[src/rtl/fetch_stage_pkg.sv]
// fetch_stage_pkg: shared widths, FSM encoding, reset PC default,
// NOP constant and the output-register bundle for the fetch stage.
package fetch_stage_pkg;

  localparam int ADDR_BUS = 32;
  localparam int INST_BUS = 32;

  typedef logic [ADDR_BUS-1:0] addr_t;
  typedef logic [INST_BUS-1:0] inst_t;

  typedef enum logic [1:0] {
    FETCH_ISSUE = 2'd0,
    FETCH_WAIT  = 2'd1,
    FETCH_HOLD  = 2'd2
  } fetch_state_e;

  localparam addr_t FETCH_RESET_PC = 32'hBFC0_0000;
  localparam inst_t NOP = '0;

  typedef struct packed {
    addr_t addr;
    inst_t inst;
    logic  valid;
  } fetch_out_t;

  function automatic addr_t seq_pc(addr_t pc);
    return pc + 32'd4;
  endfunction

endpackage

[src/rtl/fetch_stage_if.sv]
// fetch_stage_if: instruction-memory request/response bus.
// master = fetch side (req/addr out), slave = memory side.
interface fetch_stage_if;
  import fetch_stage_pkg::*;

  logic  rom_req;
  addr_t rom_addr;
  logic  rom_gnt;
  logic  rom_rvalid;
  inst_t rom_rdata;

  modport master (
    output rom_req,
    output rom_addr,
    input  rom_gnt,
    input  rom_rvalid,
    input  rom_rdata
  );

  modport slave (
    input  rom_req,
    input  rom_addr,
    output rom_gnt,
    output rom_rvalid,
    output rom_rdata
  );

endinterface

[src/rtl/fetch_hold_buf.sv]
// fetch_hold_buf: single-entry {addr, inst} buffer.
// Ports: clk, rst (sync, active-low), load, clear, load_addr/inst, valid/addr/inst.
module fetch_hold_buf
  import fetch_stage_pkg::*;
(
  input  logic  clk,
  input  logic  rst,
  input  logic  load,
  input  logic  clear,
  input  addr_t load_addr,
  input  inst_t load_inst,
  output logic  valid,
  output addr_t addr,
  output inst_t inst
);

  always_ff @(posedge clk) begin
    if (!rst || clear) begin
      valid <= 1'b0;
      addr  <= '0;
      inst  <= NOP;
    end else if (load) begin
      valid <= 1'b1;
      addr  <= load_addr;
      inst  <= load_inst;
    end
  end

endmodule

[src/rtl/fetch_stage.sv]
// fetch_stage: PC owner, one-outstanding imem fetch, stall buffer, delay-slot
// branches, flush redirect. Ports: clk, rst (sync low), stall, flush/flush_pc,
// branch_flag/addr, rom (fetch_stage_if.master), addr/inst/inst_valid.
// Optional FETCH_ALIGN_CHECK_EN adds fetch_adel (misaligned-PC exception).
module fetch_stage
  import fetch_stage_pkg::*;
#(
  parameter addr_t RESET_PC = FETCH_RESET_PC
) (
  input  logic  clk,
  input  logic  rst,
  input  logic  stall,
  input  logic  flush,
  input  addr_t flush_pc,
  input  logic  branch_flag,
  input  addr_t branch_addr,
  fetch_stage_if.master rom,
  output addr_t addr,
  output inst_t inst,
  output logic  inst_valid
`ifdef FETCH_ALIGN_CHECK_EN
  ,
  output logic  fetch_adel
`endif
);

  fetch_state_e state_q, state_d;
  addr_t pc_q, pc_d;
  logic  rpend_q, rpend_d;
  addr_t raddr_q, raddr_d;
  logic  disc_q, disc_d;
  fetch_out_t out_q, out_d;
  addr_t adv_pc;
  logic  deliver;

  logic  hb_load, hb_clear, hb_valid;
  addr_t hb_addr;
  inst_t hb_inst;

  fetch_hold_buf u_hold (
    .clk       (clk),
    .rst       (rst),
    .load      (hb_load),
    .clear     (hb_clear),
    .load_addr (pc_q),
    .load_inst (rom.rom_rdata),
    .valid     (hb_valid),
    .addr      (hb_addr),
    .inst      (hb_inst)
  );

`ifdef FETCH_ALIGN_CHECK_EN
  logic misalign;
  logic adel_q, adel_d;
  assign misalign     = (pc_q[1:0] != 2'b00);
  assign rom.rom_req  = (state_q == FETCH_ISSUE) && !misalign;
  assign rom.rom_addr = pc_q;
  assign fetch_adel   = adel_q;
`else
  assign rom.rom_req  = (state_q == FETCH_ISSUE);
  assign rom.rom_addr = {pc_q[ADDR_BUS-1:2], 2'b00};
`endif

  assign addr       = out_q.addr;
  assign inst       = out_q.inst;
  assign inst_valid = out_q.valid;

  // A branch seen in the same cycle its delay slot is delivered
  // must jump straight to the target.
  always_comb begin
    adv_pc = rpend_q ? raddr_q : seq_pc(pc_q);
    if (branch_flag) adv_pc = branch_addr;
  end

  always_comb begin
    state_d  = state_q;
    pc_d     = pc_q;
    rpend_d  = rpend_q;
    raddr_d  = raddr_q;
    disc_d   = disc_q;
    out_d    = out_q;
    hb_load  = 1'b0;
    hb_clear = 1'b0;
    deliver  = 1'b0;
`ifdef FETCH_ALIGN_CHECK_EN
    adel_d   = adel_q;
`endif
    if (!stall) begin
      out_d.inst  = NOP;
      out_d.valid = 1'b0;
`ifdef FETCH_ALIGN_CHECK_EN
      adel_d      = 1'b0;
`endif
      if (branch_flag) begin
        rpend_d = 1'b1;
        raddr_d = branch_addr;
      end
    end
    if (flush) begin
      pc_d        = flush_pc;
      out_d.inst  = NOP;
      out_d.valid = 1'b0;
`ifdef FETCH_ALIGN_CHECK_EN
      adel_d      = 1'b0;
`endif
      hb_clear    = 1'b1;
      rpend_d     = 1'b0;
      disc_d      = 1'b0;
      state_d     = FETCH_ISSUE;
      // A response is still owed (in WAIT, or granted this very
      // cycle): wait it out and drop it before issuing again.
      if ((state_q == FETCH_WAIT && !rom.rom_rvalid) ||
          (rom.rom_req && rom.rom_gnt)) begin
        disc_d  = 1'b1;
        state_d = FETCH_WAIT;
      end
    end else begin
      unique case (state_q)
        FETCH_ISSUE: begin
`ifdef FETCH_ALIGN_CHECK_EN
          if (misalign) begin
            if (!stall) begin
              out_d  = '{addr: pc_q, inst: NOP, valid: 1'b1};
              adel_d = 1'b1;
            end
          end else if (rom.rom_gnt) begin
            state_d = FETCH_WAIT;
          end
`else
          if (rom.rom_gnt) state_d = FETCH_WAIT;
`endif
        end
        FETCH_WAIT: begin
          if (rom.rom_rvalid) begin
            if (disc_q) begin
              disc_d  = 1'b0;
              state_d = FETCH_ISSUE;
            end else if (!stall) begin
              out_d   = '{addr: pc_q, inst: rom.rom_rdata, valid: 1'b1};
              deliver = 1'b1;
              state_d = FETCH_ISSUE;
            end else begin
              hb_load = 1'b1;
              state_d = FETCH_HOLD;
            end
          end
        end
        FETCH_HOLD: begin
          if (!stall) begin
            out_d    = '{addr: hb_addr, inst: hb_inst, valid: hb_valid};
            hb_clear = 1'b1;
            deliver  = 1'b1;
            state_d  = FETCH_ISSUE;
          end
        end
        default: state_d = FETCH_ISSUE;
      endcase
      if (deliver) begin
        pc_d    = adv_pc;
        rpend_d = 1'b0;
      end
    end
  end

  always_ff @(posedge clk) begin
    if (!rst) begin
      state_q <= FETCH_ISSUE;
      pc_q    <= RESET_PC;
      rpend_q <= 1'b0;
      raddr_q <= '0;
      disc_q  <= 1'b0;
      out_q   <= '{addr: RESET_PC, inst: NOP, valid: 1'b0};
    end else begin
      state_q <= state_d;
      pc_q    <= pc_d;
      rpend_q <= rpend_d;
      raddr_q <= raddr_d;
      disc_q  <= disc_d;
      out_q   <= out_d;
    end
  end

`ifdef FETCH_ALIGN_CHECK_EN
  always_ff @(posedge clk) begin
    if (!rst) adel_q <= 1'b0;
    else      adel_q <= adel_d;
  end
`endif

endmodule
[src/flat_wrapper.sv]
// flat-port wrapper written by rule: the top's interface ports become plain ports
module fetch_stage_flat import fetch_stage_pkg::*;
#(
  parameter addr_t RESET_PC = FETCH_RESET_PC
)
  (clk, rst, stall, flush, flush_pc, branch_flag, branch_addr, addr, inst, inst_valid, rom_rom_req, rom_rom_addr, rom_rom_gnt, rom_rom_rvalid, rom_rom_rdata);
  fetch_stage_if rom_i ();
  input  logic clk;
  input  logic rst;
  input  logic stall;
  input  logic flush;
  input  addr_t flush_pc;
  input  logic branch_flag;
  input  addr_t branch_addr;
  output addr_t addr;
  output inst_t inst;
  output logic inst_valid;
  output wire logic [$bits(rom_i.rom_req)-1:0] rom_rom_req;
  output wire logic [$bits(rom_i.rom_addr)-1:0] rom_rom_addr;
  input wire logic [$bits(rom_i.rom_gnt)-1:0] rom_rom_gnt;
  input wire logic [$bits(rom_i.rom_rvalid)-1:0] rom_rom_rvalid;
  input wire logic [$bits(rom_i.rom_rdata)-1:0] rom_rom_rdata;
  assign rom_rom_req = rom_i.rom_req;
  assign rom_rom_addr = rom_i.rom_addr;
  assign rom_i.rom_gnt = rom_rom_gnt;
  assign rom_i.rom_rvalid = rom_rom_rvalid;
  assign rom_i.rom_rdata = rom_rom_rdata;
  fetch_stage #(.RESET_PC(RESET_PC)) u_core (.clk(clk), .rst(rst), .stall(stall), .flush(flush), .flush_pc(flush_pc), .branch_flag(branch_flag), .branch_addr(branch_addr), .rom(rom_i), .addr(addr), .inst(inst), .inst_valid(inst_valid));
endmodule
[config.mk]
export PLATFORM = sky130hd
export DESIGN_NAME = fetch_stage_flat
export DESIGN_NICKNAME = d
export VERILOG_FILES = /design/src/rtl/fetch_stage_pkg.sv /design/src/rtl/fetch_stage_if.sv /design/src/rtl/fetch_hold_buf.sv /design/src/rtl/fetch_stage.sv /design/src/flat_wrapper.sv
export SDC_FILE = /design/constraint.sdc
export NUM_CORES = 1
export LEC_CHECK = 0
export ABC_AREA = 1
export BUFFER_PORTS_ARGS = -buffer_cell sky130_fd_sc_hd__buf_2
export CORE_UTILIZATION = 62
export CTS_BUF_LIST = sky130_fd_sc_hd__clkbuf_2 sky130_fd_sc_hd__clkbuf_4 sky130_fd_sc_hd__clkbuf_8
export DETAILED_ROUTE_END_ITERATION = 8
export PLACE_DENSITY_LB_ADDON = 0.08
export SLEW_MARGIN = 20
export SYNTH_ARGS = -nofsm -noshare
export SYNTH_HDL_FRONTEND = slang
export SYNTH_SLANG_ARGS = --single-unit
[constraint.sdc]
create_clock -name clk -period 2.5 [get_ports clk]
set_input_delay 0.5 -clock clk [delete_from_list [all_inputs] [get_ports clk]]
set_output_delay 0.5 -clock clk [all_outputs]
set_load 0.01 [all_outputs]
# After elaboration in Yosys (flattened, before gate mapping)
# Index checks and enable logic that the tools add are counted.
[totals]
register_bits = 198
[classes]
add_sub_neg = 1
eq_ne = 9
n_bitwise = 3
mux = 34
reduce_logical = 17
[op_table]
columns = ["op", "count"]
rows = [
  ["two-way mux 65 bit", 4],
  ["one-hot mux 65 bit (2 select lines)", 1],
  ["two-way mux 32 bit", 4],
  ["two-way mux 33 bit", 1],
  ["adder 32 x 3 -> 32 bit, second input constant", 1],
  ["two-way mux 1 bit", 16],
  ["two-way mux 2 bit", 6],
  ["inequality test 3 bit, second input constant", 3],
  ["inequality test 2 bit, second input constant", 4],
  ["nonzero test 2 bit", 4],
  ["one-hot mux 2 bit (3 select lines)", 1],
  ["AND reduction 6 bit", 1],
  ["AND reduction 2 bit", 2],
  ["inverter 1 bit", 3],
  ["AND reduction 3 bit", 1],
  ["OR reduction 3 bit", 1],
  ["equality test 2 x 1 -> 1 bit, second input constant", 1],
  ["equality test 2 bit, second input constant", 1],
  ["logical AND 1 bit", 2],
  ["logical NOT 1 bit", 2],
  ["logical NOT 2 bit", 1],
  ["logical OR 1 bit", 2],
  ["one-hot mux 1 bit (2 select lines)", 1],
  ["OR reduction 2 bit", 1],
]

# Logic depth before layout (Yosys ltp)
[logic_depth]
word_depth = 7
depth_mapped = 13
ltp_nobuf = 12

# Cells and area by module
# A second synthesis with hierarchy kept.
[unflattened]
cells_unflattened = 1476
hier_area_um2 = 9869.5
[modules_own_cells]
columns = ["module", "cells_per_inst", "instances", "seq_area_each_um2", "area_each_um2"]
rows = [
  ["fetch_stage", 1194, 1, 2662.6, 7616.1],
  ["fetch_hold_buf", 282, 1, 1301.2, 2253.4],
]

# Worst setup path before layout
# OpenSTA, ideal clock, no wires.
[synth_timing]
kind = "flip-flop to flip-flop"
from = "reg u_core.state_q[0]"
to = "reg u_core.pc_q[30]"
setup_ns = 0.125
slack_ns = 0.810
stages_incl_launch_ff = 10
n_path_buf = 2
arrival_time_ns = 1.565
cell_sequence = "dfxtp_1 > inv_1 > ha_1 > clkbuf_1 > inv_1 > a21oi_4 > nor2_4 > buf_2 > a211oi_1 > a21oi_1"
[synth_between]
elab_chain_cells = 4
elab_cells_between_ends = 5
classes_between = "eq/ne: 2; mux: 2; reduce/logical: 1"
[synth_rtl]
columns = ["element", "line", "source"]
rows = [
  ["start, declared", "fetch_stage.sv:27", "fetch_state_e state_q, state_d;"],
  ["start signal, assigned", "fetch_stage.sv:174", "state_q <= state_d;"],
  ["equality test 2 bit / equality test 2 x 1 -> 1 bit (equally long branches)", "fetch_stage.sv:118", "unique case (state_q)"],
  ["one-hot mux 1 bit (2 select lines) (*)", "fetch_stage.sv:118", ""],
  ["two-way mux 1 bit (*)", "fetch_stage.sv:99", "if (flush) begin"],
  ["nonzero test 2 bit (no line) (*)", "-", ""],
  ["end signal, assigned", "fetch_stage.sv:175", "pc_q <= pc_d;"],
  ["end, declared", "fetch_stage.sv:28", "addr_t pc_q, pc_d;"],
]
# Mark *: on every way between the ends. The rest lies on a longest branch, timed or not. The select of a mux whose other input is x is not followed.
# A chain may end at the register's enable or synchronous reset.

# Worst setup path after layout
[layout_timing]
from = "reg u_core.pc_q[3]"
to = "reg u_core.pc_q[22]"
[layout_between]
elab_chain_cells = 5
[layout_rtl]
columns = ["element", "line", "source"]
rows = [
  ["adder 32 x 3 -> 32 bit", "fetch_stage_pkg.sv:27", "return pc + 32'd4;"],
  ["two-way mux 32 bit", "fetch_stage.sv:71", "adv_pc = rpend_q ? raddr_q : seq_pc(pc_q);"],
  ["two-way mux 32 bit", "fetch_stage.sv:72", "if (branch_flag) adv_pc = branch_addr;"],
  ["two-way mux 32 bit", "fetch_stage.sv:158", "if (deliver) begin"],
  ["two-way mux 32 bit", "fetch_stage.sv:99", ""],
]
# Every way passes these cells. The select of a mux whose other input is x is not followed.

==> reports/summary.txt <==
Crit path kind = register to register
Avg Inst Size Synth = 6.869 µm²
Crit path time final = 2.051 ns
Final GP Congestion = 0.9730
DR pass1 iterations = 5
Register area share after synthesis = 40.38%
Int Pwr = 4.353 mW
Top-area cell type share of the netlist area = 40.38%
Synth area leaders = dfxtp_1 40%, nand2_1 12%, a21oi_1 8.2%
First-pass GRT wire length = 44010 µm
Final worst slack = 0.4492 ns
Ports = 201
Synth Instances = 1429
Worst-Margin Slew = 0.8037 ns
Skew final = 0.01674 ns
Post-synth top cells = 324 x nand2_1, 198 x dfxtp_1, 160 x a21oi_1
DP HPWL = 19360 µm
Antenna violations before repair = 0
Final antenna diode count = 0
Deepest level of the CTS H-tree = 4
Chip height = 127.8 µm
Port buffer count = 198
Pre-CTS setup slack = 0.5149 ns
Post-Route WL = 27640 µm
Worst VDD drop = 0.0003454 V
CTS buffer count = 17
Cell Chain, Critical Path = buf_4 -> ha_1 -> nand3_2 -> inv_1 -> nand2_2 -> inv_2 -> nand3_1 -> xor2_1 -> nand2_1 -> nand2_1 -> nand2_1 -> nand2_1 -> nand2_1
Gr ovfl total = 0
Reg-to-reg setup timing slack = 0.45 ns
Total power = 6.417 mW
Placement Rows = 45
Power density cells = 578.5 mW/mm²
Share of power burned in registers = 52.6%
Antenna viol nets, final = 0
Post-CTS setup buffers = 0
Most used cell, CP = nand2_1
Worst Hold Class = input port to register
Number of global-route vias before repair = 8440
Unique masters post-synth = 37
Ys flop type = dfxtp_1
CP Data Required Time = 2.87 ns
CTS clk-pin slew, worst paths = 0.11 ns
Worst-path maximum fanout = 6
Core Box Area = 0.01531 mm²
Largest area contributor in the netlist = dfxtp_1
EDFF count, synth = 0
Final Cell Area = 0.01109 mm²
CTS tree = built
Sw power = 2.064 mW
Placed Area = 0.01070 mm²
Nets = 1658
Max-cap viol count = 0
Post-CTS Resized = 0
Area Overhead vs Synth = 13.01%
Share of cells above drive strength 1 = 18.86%
Die width = 127.8 µm
Combinational share of power = 15.7%
Hold buffers post-CTS = 0
Die footprint = 0.01634 mm²
CP top delay family = simple AND/OR/NAND/NOR gates
1st-iter DRT viols = 1009
Outcome = completed
Clock buffer depth = 2
Lkg Pwr = 4.544 nW
RSZ-0062 raised after global routing = no
Vias = 9935
Synth Cell Area = 0.009816 mm²
Most common cell in the netlist = nand2_1
FMAX = 0.4876 GHz
Fin. Hold Viols = 0
Largest net degree at the start of global routing = 65
Post-synth ARST share = 0%
WL per Instance = 15.57 µm
Starting Density = 64.09%
Clock Tree Root = clkbuf_8
Hold slack = 0.2678 ns
Slew headroom = 46.34%
Sw frac = 32.17%
Synth warn = 0
Final setup violation count = 0
Sink Count = 198
Clk Latency, worst-skew pair = 0.48 ns
Buf+Inv Stages, Crit Path = 3
Share of the clock period used by the worst path after layout = 82.03%
Setup TNS = 0 ns
# fillers = 1335
DRC viols = 0
Crit end category = register
Seq cells post-synth = 198
Via density = 5.597
Clock power frac = 31.7%
Max incr delay on CP = 0.32 ns
CP max-delay cell = dfxtp_1
Worst path arrival time = 2.42 ns
Max Slew Vio Count = 0
GRT Util Overall = 34.36%
Crit start category = register
[layout by cell type, fill, tap and decap left out, types with 5 or more instances in the layout]
cell	synthesis	final
inv_1	147	147
o21ai_0	102	102
a21oi_1	160	159
nand4_1	8	8
buf_4	40	25
inv_2	5	5
nand3_1	41	41
o21ai_1	6	6
nor2_1	155	155
nand2_1	324	322
a22oi_1	9	9
buf_2	25	198
a211oi_2	7	7
dfxtp_1	198	198
o22ai_1	30	30
nor2_2	7	7
a211oi_1	65	65
xor2_1	8	8
nand2_2	4	5
clkbuf_8	0	17
[area by class of cell]
| class | instances | area (µm²) | share of cell area, % |
|---|---|---|---|
| inverters | 155 | 584.3 | 5.267 |
| repair buffers | 227 | 1259 | 11.35 |
| clock inverters | 14 | 155.1 | 1.399 |
| clock buffers | 18 | 241.5 | 2.177 |
| flip-flops and latches | 198 | 3964 | 35.73 |
| well taps | 211 | 264.0 | 2.380 |
| multi-input cells | 952 | 4626 | 41.70 |
[registers in the layout, summed over array words and instances (netlist names), 2 cells and up]
name / cells
u_core.addr: 32
u_core.inst: 32
u_core.pc_q: 32
u_core.raddr_q: 32
u_core.state_q: 2
u_core.u_hold.addr: 32
u_core.u_hold.inst: 32
[metrics by stage]
step           utilization (%)  cells
2_1_floorplan                -   1430
3_3_place_gp             69.84   1743
3_5_place_dp             69.84   1743
4_1_cts                  72.43   1775
5_1_grt                  72.43   1775
6_report                 72.43   1775
[power by group through the flow]
| stage | Combinational [mW] | Clock, mW | Sequential (mW) |
|---|---|---|---|
| floorplan | 0.666 | 0 | 3.41 |
| global placement | 0.976 | 0 | 3.44 |
| detailed placement | 0.980 | 0 | 3.44 |
| CTS | 0.986 | 2.06 | 3.37 |
| global route | 1.11 | 2.20 | 3.39 |
| finish | 1.01 | 2.04 | 3.38 |
[worst reg2reg max path, delay by kind of cell (launching register included)]
| kind | cells | cell delay (ns) |
|---|---|---|
| buffers and inverters | 3 | 0.38 |
| DFF | 1 | 0.32 |
| adders and majority gates | 1 | 0.29 |
| and+or+nand+nor | 8 | 0.81 |
| xor gates and xnor gates | 1 | 0.15 |
[metal layers]
layer / GRT usage [%] / up-vias / wire, µm
li1: - / 4876 / -
met1: 53.76 / 4477 / 12830
met2: 47.76 / 557 / 11430
met3: 7.053 / 25 / 3106
met4: 7.543 / 0 / 274
met5: 0 / - / 0
[cell families after synthesis]
kind of cell | after synthesis | share of synthesized area (%)
compound gates | 388 | 22.97
other cells | 1 | 0.03820
buf+inv | 280 | 12.73
simple gates | 550 | 22.65
xor+xnor | 8 | 0.7139
fa+ha+maj | 4 | 0.5099
flops | 198 | 40.38
[worst paths after layout]
| kind | to | from | depth (start not counted) |
|---|---|---|---|
| max | u_core.pc_q[22] | u_core.pc_q[3] | 13 |
| min | u_core.raddr_q[1] | branch_addr[1] | 3 |
| min reg2reg | u_core.raddr_q[8] | u_core.raddr_q[8] | 2 |
| max reg2reg | u_core.pc_q[22] | u_core.pc_q[3] | 13 |
Note: power is estimated with default switching activity, not from simulation.
